$ cat src/rtl/armstrong_pkg.sv
`default_nettype none
// ============================================================================
//  Module   : armstrong_pkg
//  Purpose  : Shared defaults and scanner state encoding for the Armstrong
//             range scanner.
//  Revision : 1.0 - initial release
// ============================================================================
package armstrong_pkg;

   // Default candidate width, matching the combinational checker's num input
   localparam int NUM_W_DEFAULT = 10;

   // Scanner state encoding
   localparam logic [1:0] IDLE = 2'd0;
   localparam logic [1:0] SCAN = 2'd1;
   localparam logic [1:0] FIN  = 2'd2;

endpackage : armstrong_pkg
`default_nettype wire

$ cat src/rtl/armstrong_scanner_if.sv
`default_nettype none
// ============================================================================
//  Module   : armstrong_scanner_if
//  Purpose  : valid/ready stream carrying Armstrong hits out of the scanner.
//  Revision : 1.0 - initial release
// ============================================================================
interface armstrong_scanner_if
   import armstrong_pkg::*;
#(
   parameter int NUM_W = NUM_W_DEFAULT
);
   logic             hit_valid;
   logic [NUM_W-1:0] hit_num;
   logic             hit_ready;

   // Scanner side: presents hits
   modport master (
      output hit_valid,
      output hit_num,
      input  hit_ready
   );

   // Downstream side: consumes hits
   modport slave (
      input  hit_valid,
      input  hit_num,
      output hit_ready
   );
endinterface : armstrong_scanner_if
`default_nettype wire

$ cat src/rtl/armstrong_scanner_fifo.sv
`default_nettype none
// ============================================================================
//  Module   : hit_fifo
//  Purpose  : Synchronous first-word-fall-through FIFO buffering scanner hits.
//             Head is visible on dout whenever not empty; while empty dout
//             holds the most recently popped word.
//  Revision : 1.0 - initial release
// ============================================================================
module hit_fifo #(
   parameter int WIDTH = 10,
   parameter int DEPTH = 8
) (
   input  wire logic             clk,
   input  wire logic             rst_n,
   input  wire logic             push,
   input  wire logic [WIDTH-1:0] din,
   input  wire logic             pop,
   output logic      [WIDTH-1:0] dout,
   output logic                  full,
   output logic                  empty
);

   localparam int c_ADDR_W = $clog2(DEPTH);

   logic [WIDTH-1:0]  r_mem [DEPTH];
   logic [c_ADDR_W:0] r_wr_ptr;
   logic [c_ADDR_W:0] r_rd_ptr;
   logic [WIDTH-1:0]  r_last;
   logic              w_do_push;
   logic              w_do_pop;

   // Extra pointer bit distinguishes full from empty when the indices match
   assign empty     = (r_wr_ptr == r_rd_ptr);
   assign full      = (r_wr_ptr[c_ADDR_W] != r_rd_ptr[c_ADDR_W]) &&
                      (r_wr_ptr[c_ADDR_W-1:0] == r_rd_ptr[c_ADDR_W-1:0]);
   assign w_do_push = push && !full;
   assign w_do_pop  = pop && !empty;
   assign dout      = empty ? r_last : r_mem[r_rd_ptr[c_ADDR_W-1:0]];

   // Storage array: written on accepted pushes only, needs no reset
   always_ff @(posedge clk) begin
      if (w_do_push) begin
         r_mem[r_wr_ptr[c_ADDR_W-1:0]] <= din;
      end
   end

   // Pointer bookkeeping and last-popped capture
   always_ff @(posedge clk or negedge rst_n) begin
      if (!rst_n) begin
         r_wr_ptr <= '0;
         r_rd_ptr <= '0;
         r_last   <= '0;
      end else begin
         if (w_do_push) begin
            r_wr_ptr <= r_wr_ptr + 1'b1;
         end
         if (w_do_pop) begin
            r_rd_ptr <= r_rd_ptr + 1'b1;
            r_last   <= r_mem[r_rd_ptr[c_ADDR_W-1:0]];
         end
      end
   end

endmodule : hit_fifo
`default_nettype wire

$ cat src/rtl/armstrong_scanner.sv
`default_nettype none
// ============================================================================
//  Module   : armstrong_scanner
//  Purpose  : Walks candidates lo..hi one per cycle past an external
//             combinational Armstrong checker, buffers the hits and streams
//             them out on a valid/ready interface.
//  Revision : 1.0 - initial release
// ============================================================================
module armstrong_scanner
   import armstrong_pkg::*;
#(
   parameter int NUM_W = NUM_W_DEFAULT,
   parameter int DEPTH = 8,
   parameter int CNT_W = 5
) (
   input  wire logic             clk,
   input  wire logic             rst_n,
   input  wire logic             start,
   input  wire logic [NUM_W-1:0] lo,
   input  wire logic [NUM_W-1:0] hi,
   output logic      [NUM_W-1:0] num_out,
   input  wire logic             isarm_in,
   output logic                  busy,
   output logic                  done,
   output logic      [CNT_W-1:0] hit_count,
   armstrong_scanner_if.master   hs
);

   localparam logic [CNT_W-1:0] c_CNT_MAX = {CNT_W{1'b1}};
   localparam logic [NUM_W-1:0] c_ONE     = {{(NUM_W-1){1'b0}}, 1'b1};

   logic [1:0]       r_state;
   logic [NUM_W-1:0] r_num;
   logic [NUM_W-1:0] r_hi;
   logic [CNT_W-1:0] r_count;
   logic             w_full;
   logic             w_empty;
   logic             w_scan;
   logic             w_push;
   logic             w_advance;
   logic             w_pop;

   assign w_scan    = (r_state == SCAN);
   // A hit is only recorded when there is room; a full FIFO stalls the scan
   // even if the downstream pops on the same edge
   assign w_push    = w_scan && isarm_in && !w_full;
   assign w_advance = w_scan && (!isarm_in || !w_full);
   assign w_pop     = hs.hit_valid && hs.hit_ready;

   assign num_out      = r_num;
   assign busy         = w_scan;
   assign done         = (r_state == FIN);
   assign hit_count    = r_count;
   assign hs.hit_valid = !w_empty;

   hit_fifo #(
      .WIDTH (NUM_W),
      .DEPTH (DEPTH)
   ) u_hit_fifo (
      .clk   (clk),
      .rst_n (rst_n),
      .push  (w_push),
      .din   (r_num),
      .pop   (w_pop),
      .dout  (hs.hit_num),
      .full  (w_full),
      .empty (w_empty)
   );

   // Scan sequencer: candidate counter, hit counter and state transitions
   always_ff @(posedge clk or negedge rst_n) begin
      if (!rst_n) begin
         r_state <= IDLE;
         r_num   <= '0;
         r_hi    <= '0;
         r_count <= '0;
      end else begin
         case (r_state)
            IDLE: begin
               if (start) begin
                  r_count <= '0;
                  if (lo <= hi) begin
                     r_num   <= lo;
                     r_hi    <= hi;
                     r_state <= SCAN;
                  end else begin
                     r_state <= FIN;
                  end
               end
            end
            SCAN: begin
               if (w_push && (r_count != c_CNT_MAX)) begin
                  r_count <= r_count + 1'b1;
               end
               // Test for the last candidate before incrementing so a scan
               // ending at the top of the range never wraps
               if (w_advance) begin
                  if (r_num == r_hi) begin
                     r_state <= FIN;
                  end else begin
                     r_num <= r_num + c_ONE;
                  end
               end
            end
            FIN: begin
               r_state <= IDLE;
            end
            default: begin
               r_state <= IDLE;
            end
         endcase
      end
   end

endmodule : armstrong_scanner
`default_nettype wire

$ cat src/flat_wrapper.sv
// flat-port wrapper written by rule: the top's interface ports become plain ports
module armstrong_scanner_flat import armstrong_pkg::*;
#(
   parameter int NUM_W = NUM_W_DEFAULT,
   parameter int DEPTH = 8,
   parameter int CNT_W = 5
)
  (clk, rst_n, start, lo, hi, num_out, isarm_in, busy, done, hit_count, hs_hit_valid, hs_hit_num, hs_hit_ready);
  armstrong_scanner_if #(.NUM_W(NUM_W)) hs_i ();
  input  wire logic clk;
  input  wire logic rst_n;
  input  wire logic start;
  input  wire logic [NUM_W-1:0] lo;
  input  wire logic [NUM_W-1:0] hi;
  output logic      [NUM_W-1:0] num_out;
  input  wire logic isarm_in;
  output logic busy;
  output logic done;
  output logic      [CNT_W-1:0] hit_count;
  output wire logic [$bits(hs_i.hit_valid)-1:0] hs_hit_valid;
  output wire logic [$bits(hs_i.hit_num)-1:0] hs_hit_num;
  input wire logic [$bits(hs_i.hit_ready)-1:0] hs_hit_ready;
  assign hs_hit_valid = hs_i.hit_valid;
  assign hs_hit_num = hs_i.hit_num;
  assign hs_i.hit_ready = hs_hit_ready;
  armstrong_scanner #(.NUM_W(NUM_W), .DEPTH(DEPTH), .CNT_W(CNT_W)) u_core (.clk(clk), .rst_n(rst_n), .start(start), .lo(lo), .hi(hi), .num_out(num_out), .isarm_in(isarm_in), .busy(busy), .done(done), .hit_count(hit_count), .hs(hs_i));
endmodule
$ cat config.mk
export PLATFORM = sky130hd
export DESIGN_NAME = armstrong_scanner_flat
export DESIGN_NICKNAME = d
export VERILOG_FILES = /design/src/rtl/armstrong_pkg.sv /design/src/rtl/armstrong_scanner_if.sv /design/src/rtl/armstrong_scanner_fifo.sv /design/src/rtl/armstrong_scanner.sv /design/src/flat_wrapper.sv
export SDC_FILE = /design/constraint.sdc
export NUM_CORES = 1
export LEC_CHECK = 0
export ABC_AREA = 1
export ABC_CLOCK_PERIOD_IN_PS = 1870
export CAP_MARGIN = 20
export CORE_MARGIN = 3
export CORE_UTILIZATION = 52
export CTS_CLUSTER_SIZE = 20
export DETAILED_ROUTE_END_ITERATION = 6
export PLACE_DENSITY_LB_ADDON = 0.08
export REMOVE_ABC_BUFFERS = 1
export SYNTH_ARGS = -nofsm -noshare
export SYNTH_HDL_FRONTEND = slang
export SYNTH_SLANG_ARGS = --single-unit
export TNS_END_PERCENT = 30
$ cat constraint.sdc
create_clock -name clk -period 1.87 [get_ports clk]
set_input_delay 0.2805 -clock clk [delete_from_list [all_inputs] [get_ports clk]]
set_output_delay 0.2805 -clock clk [all_outputs]
set_load 0.01 [all_outputs]
=== Word-level counts from Yosys, hierarchy flattened ===
Memories as Yosys holds them, arrays and structs flattened.
Index checks and enable logic that the tools add are counted.

* Memory bits (writable): 80
* Bits in registers: 45
* Memories: 1
* Output and inout port bits: 28

{| class="wikitable"
|+ Memories
! memory !! depth !! bits a word !! rd ports !! clocked after memory_dff !! write ports !! line !! RTL
|-
| u_core.u_hit_fifo.r_mem || 8 || 10 || 1 || 0 || 1 || armstrong_scanner_fifo.sv:25 || <nowiki>logic [WIDTH-1:0] r_mem [DEPTH];</nowiki>
|}

* Muxes and demuxes: 16
* Reduce and logical (&&, ||, !) cells: 18
* Add/sub/neg operators: 4
* Order comparisons: 1
* Eq/ne operators: 13

{| class="wikitable"
|+ Operator list
! kind !! count
|-
| 10-bit 2-to-1 mux || 5
|-
| 10-bit one-hot mux with 2 select lines || 1
|-
| 10-bit by 1-bit adder with 10-bit output, second input constant || 1
|-
| 10-bit equality test || 1
|-
| 10-bit less-or-equal comparator || 1
|-
| 5-bit 2-to-1 mux || 2
|-
| 2-bit inequality test, second input constant || 5
|-
| 5-bit one-hot mux with 2 select lines || 1
|-
| 3-bit AND reduction || 3
|-
| 4-bit by 1-bit adder with 4-bit output, second input constant || 2
|-
| 1-bit logical AND || 8
|-
| 2-bit 2-to-1 mux || 4
|-
| 5-bit by 1-bit adder with 5-bit output, second input constant || 1
|-
| 5-bit inequality test, second input constant || 1
|-
| 5-bit AND reduction || 1
|-
| 4-bit equality test || 1
|-
| 2-bit one-hot mux with 2 select lines || 1
|-
| 3-bit equality test || 1
|-
| 1-bit zero test || 3
|-
| 2-bit by 1-bit equality test with 1-bit output, second input constant || 1
|-
| 2-bit equality test, second input constant || 1
|-
| 2-bit zero test || 1
|-
| 1-bit 2-to-1 mux || 2
|-
| 2-bit by 1-bit inequality test with 1-bit output, second input constant || 1
|-
| other kinds (3) || 3
|}

=== Longest topological paths before layout ===
* Depth in word-level cells: 7
* Mapped depth: 13
* Gate-level depth less buffers: 12

=== Hierarchy ===
From an unflattened synthesis, not the netlist that was laid out.

* Cells, all modules: 797
* Area total of the unflattened synthesis: 6,605.1 µm²

{| class="wikitable"
|+ Modules (own cells, without submodules)
! module !! seq. area each (µm²) !! instances !! cells each !! area each (µm²)
|-
| hit_fifo || 2,852.7 || 1 || 515 || 4,623.2
|-
| armstrong_scanner || 675.6 || 1 || 282 || 1,981.9
|}

=== Worst setup path after synthesis ===
No wires, ideal clock.

* Path kind: reg-to-reg
* Start: reg u_core.u_hit_fifo.r_rd_ptr[0]
* End: mem u_core.u_hit_fifo.r_mem[0][0], enable pin
* Library setup time: 376 ps
* Setup slack: -55 ps
* Arrival: 1,549 ps
* Cell stages (with the launch flop): 9
* Buffers on the path: 1
* Path through: dfrtp_1 buf_6 xor2_1 nor2_2 nand3_1 nand2_2 inv_2 nand2_1 nor2_1

* Word-level cells in the longest chain between the ends: 7

{| class="wikitable"
|+ Ends and longest elaborated chain
! item !! line !! RTL
|-
| start: declaration || armstrong_scanner_fifo.sv:27 || <nowiki>logic [c_ADDR_W:0] r_rd_ptr;</nowiki>
|-
| start signal: assignment || armstrong_scanner_fifo.sv:58 || <nowiki>r_rd_ptr <= r_rd_ptr + 1'b1;</nowiki>
|-
| 3-bit equality test (*) || armstrong_scanner_fifo.sv:35 || <nowiki>(r_wr_ptr[c_ADDR_W-1:0] == r_rd_ptr[c_ADDR_W-1:0]);</nowiki>
|-
| 1-bit logical AND (*) || armstrong_scanner_fifo.sv:34 || <nowiki>assign full = (r_wr_ptr[c_ADDR_W] != r_rd_ptr[c_ADDR_W]) &&</nowiki>
|-
| 1-bit zero test (*) || armstrong_scanner_fifo.sv:36, armstrong_scanner.sv:46 ||
|-
| 1-bit logical AND || armstrong_scanner.sv:46 || <nowiki>assign w_push = w_scan && isarm_in && !w_full;</nowiki>
|-
| 1-bit logical AND (*) || armstrong_scanner_fifo.sv:36 || <nowiki>assign w_do_push = push && !full;</nowiki>
|-
| 1-bit 2-to-1 mux (*) || armstrong_scanner_fifo.sv:42 || <nowiki>if (w_do_push) begin</nowiki>
|-
| 1-bit 2-to-1 mux (not written as such) (*) || armstrong_scanner_fifo.sv:43 || <nowiki>r_mem[r_wr_ptr[c_ADDR_W-1:0]] <= din;</nowiki>
|-
| end: declaration || armstrong_scanner_fifo.sv:25 ||
|}

Mark *: on every way between the ends. The rest lies on a longest branch, timed or not.

=== Final worst setup path ===
* Start: reg u_core.u_hit_fifo.r_rd_ptr[0]
* End: out hs_hit_num[0]

* Word-level cells in the longest chain between the ends: 2
* Elaborated cells on any way between the ends: 3
* Those cells by class: eq/ne: 1; mux: 1; memory: 1

{| class="wikitable"
|+ Ends and longest elaborated chain
! item !! line !! RTL
|-
| memory read 8 x 10 bit / 4-bit equality test (equally long branches) || -- ||
|-
| 10-bit 2-to-1 mux (*) || armstrong_scanner_fifo.sv:38 || <nowiki>assign dout = empty ? r_last : r_mem[r_rd_ptr[c_ADDR_W-1:0]];</nowiki>
|-
| end: declaration || flat_wrapper.sv:21 || <nowiki>output wire logic [$bits(hs_i.hit_num)-1:0] hs_hit_num;</nowiki>
|}

Marked as above.

==> flow_summary.ini <==
[run_status]
run_status = finished, violations left
violations = setup timing

[timing]
fmax_ghz = 0.425
layout_setup_ws_ps = -481
finalCriticalPeriod_ps = 2350
worst_slew_pin_slew_ps = 564
slew_viol_final = 0
tns_ps = -5150
report.final.hold_viol_count = 0
grt_setup_unrepaired = yes
setup_viol = 37
period_share_pct = 126
slew_headroom_pct = 62.4
worst_hold_slack_ps = 406
skew_ps = 6.40

[floorplan]
die_area_mm2 = 0.0129
start_util_pct = 54.4
die_w_um = 113
fp.dieH_um = 113
io_pins = 53
fp.coreArea_mm2 = 0.0110
num_rows = 38

[layout]
final_area_mm2 = 0.00846
layout.nets = 838
drive_gt1_share_pct = 26.9
diodes = 0
fin_util_pct = 76.7
syn2layout_area_growth_pct = 41.0

[cts]
cts_tree = built
root_buffer = clkbuf_16
cts.sinks = 125
cts_buffer_depth = 2
path_clk_slew_ps = 50
clock_latency_ps = 420
h-tree-depth = 4
cts_buffers = 17

[place]
postPlaceCellArea_mm2 = 0.00720
port_buffers = 52
hpwl_um = 9880
place.gp.congestion = 0.858

[synthesis]
avgSynthCellArea_um2 = 9.30
ys_ff_latch = 125
synth_cells = 645
ys_seq_area_share_pct = 58.8
synth_area_mm2 = 0.00600
synth_cell_type_count = 30
synth_warnings = 0

[detailed_routing]
drtPass1Iterations = 4
vias_per_cell = 5.42
routed_wirelength_um = 16600
vias = 5150
drcViolationCount = 0
antenna_left = 0
dr.first_iter.drc_count = 377
wire_per_inst_um = 17.5

[worst_setup_path]
crit_fanout = 5
rr_worst_depth = 10
cp.required_ps = 1590
cp-end-kind = output port
regToRegEndpoint = u_core.u_hit_fifo.r_mem[2][2]
reg2reg_setup_slack_ps = -70
critPathLaunchType = register
r2r_start = u_core.u_hit_fifo.r_rd_ptr[0]
crit_type = reg -> out
cp.arrival_ps = 2070

[global_routing]
grt_first_pass_wirelength_um = 25000
grt-ovfl-total = 0
grt_max_degree = 23
grt_usage_pct = 25.4
grt_pass1_vias = 5100
antenna_found_initial = 0

[flow_run]
max_cap_viol_count = 0

[power]
totalPowerFinal_w = 0.0148
static-leakage-power_nw = 3.73
power_density_mw_per_mm2 = 1750
ir_worst_vdd_v = 0.00124

[min_path]
hold_class = in -> async
critical path, cell delays in order (launching register included):
cell and delay, ps:
dfrtp_2 420, buf_8 170, clkbuf_16 160, o21ai_0 100, o21ai_1 170, a21oi_1 70, a31oi_1 230, nand2_1 110
o21ai_1 90, buf_2 140
flip-flops by register name, indices dropped and copies added (netlist names):
| name | cells |
|---|---|
| u_core.u_hit_fifo.r_mem | 80 |
| u_core.num_out | 10 |
| u_core.r_hi | 10 |
| u_core.u_hit_fifo.r_last | 10 |
| u_core.hit_count | 5 |
| u_core.u_hit_fifo.r_rd_ptr | 4 |
| u_core.u_hit_fifo.r_wr_ptr | 4 |
| u_core.r_state | 2 |
cells in the final DEF (no fill, tap or decap), drive strengths merged, types with 2 or more instances in the layout:
cell	netlist	routed
inv	60	61
dlymetal6s2s	0	2
nor2	79	79
xnor2	2	2
nand4	18	18
clkinv	0	9
o21ai	78	78
dfrtp	45	45
nor3	3	3
clkinvlp	0	4
dlygate4sd2	0	3
ha	15	15
a31oi	10	10
nand3	16	16
nand2	184	184
a21oi	16	16
clkbuf	12	18
buf	13	116
edfxtp	80	80
clkdlybuf4s50	0	35
xor2	9	9
logic make-up after synthesis:
logic type	synth area share [%]
AOI/OAI and AO/OA	9.58
xor gates and xnor gates	1.61
adders and majority gates	3.13
buffers and inverters	5.91
DFF	58.8
muxes	0.167
and+or+nand+nor	20.8
where the power goes:
part           switching, W  internal (W)
Sequential         0.000472       0.00374
Combinational       0.00412       0.00340
Clock               0.00122       0.00182
Total               0.00581       0.00896
layer usage:
metal,vias up,share of wire [%],global-route usage (%)
li1,2478,-,-
met1,2409,38,29.5
met2,226,53,45.3
met3,37,6.2,4.67
met4,0,3.1,12.2
met5,-,0,0
timing repair:
action | in CTS | in global routing
endpoints found under the setup margin | 78 | 120
hold buffers | 1 | 0
resized for setup | 116 | 65
pin swaps | 20 | 9
buffers inserted | 21 | 2
hold endpoints to repair | 20 | 0
cloned | 7 | 5
per-stage QoR:
step,instances,setup WS [ps]
after floorplan,620,-599
after global placement,887,-294
after detailed placement,887,-385
after CTS,947,-398
after global routing,951,-564
final,951,-481
synthesized netlist by cell type (all sizes together):
cell type	n	area, um^2
nand3	16	80.1
o21bai	1	7.51
dfrtp	45	1130
buf	13	83.8
nor2	79	299
o21ai	78	417
inv	60	225
mux2i	1	10.0
nor3	3	20.0
nand2	184	708
a31oi	10	62.6
xnor2	2	17.5
nor3b	1	7.51
a21oi	16	80.1
xor2	9	78.8
nand4	18	119
ha	15	188
nand3b	1	11.3
clkbuf	12	45.0
a21o	1	7.51
edfxtp	80	2400
cell type report:
type                       instances  area (um^2)
fill                             735         2570
clock buffer                      17          425
tap                              140          175
clock inverter                    15          124
sequential                       125         3540
timing repair buffer             159         1590
inverter                          60          241
multi-input combinational        435         2360
how the worst max path moves through the flow:
stage | slack [ps] | startpoint | endpoint | cells past startpoint
detailed placement | -380 | u_core.u_hit_fifo.r_rd_ptr[0] | hs_hit_num[0] | 9
floorplan | -600 | u_core.u_hit_fifo.r_rd_ptr[0] | hs_hit_num[0] | 7
global placement | -290 | hi[5] | u_core.num_out[1] | 10
finish | -480 | u_core.u_hit_fifo.r_rd_ptr[0] | hs_hit_num[0] | 9
global route | -560 | u_core.u_hit_fifo.r_rd_ptr[0] | hs_hit_num[0] | 9
CTS | -400 | u_core.u_hit_fifo.r_rd_ptr[1] | hs_hit_num[9] | 10
Note: power is estimated with default switching activity, not from simulation.
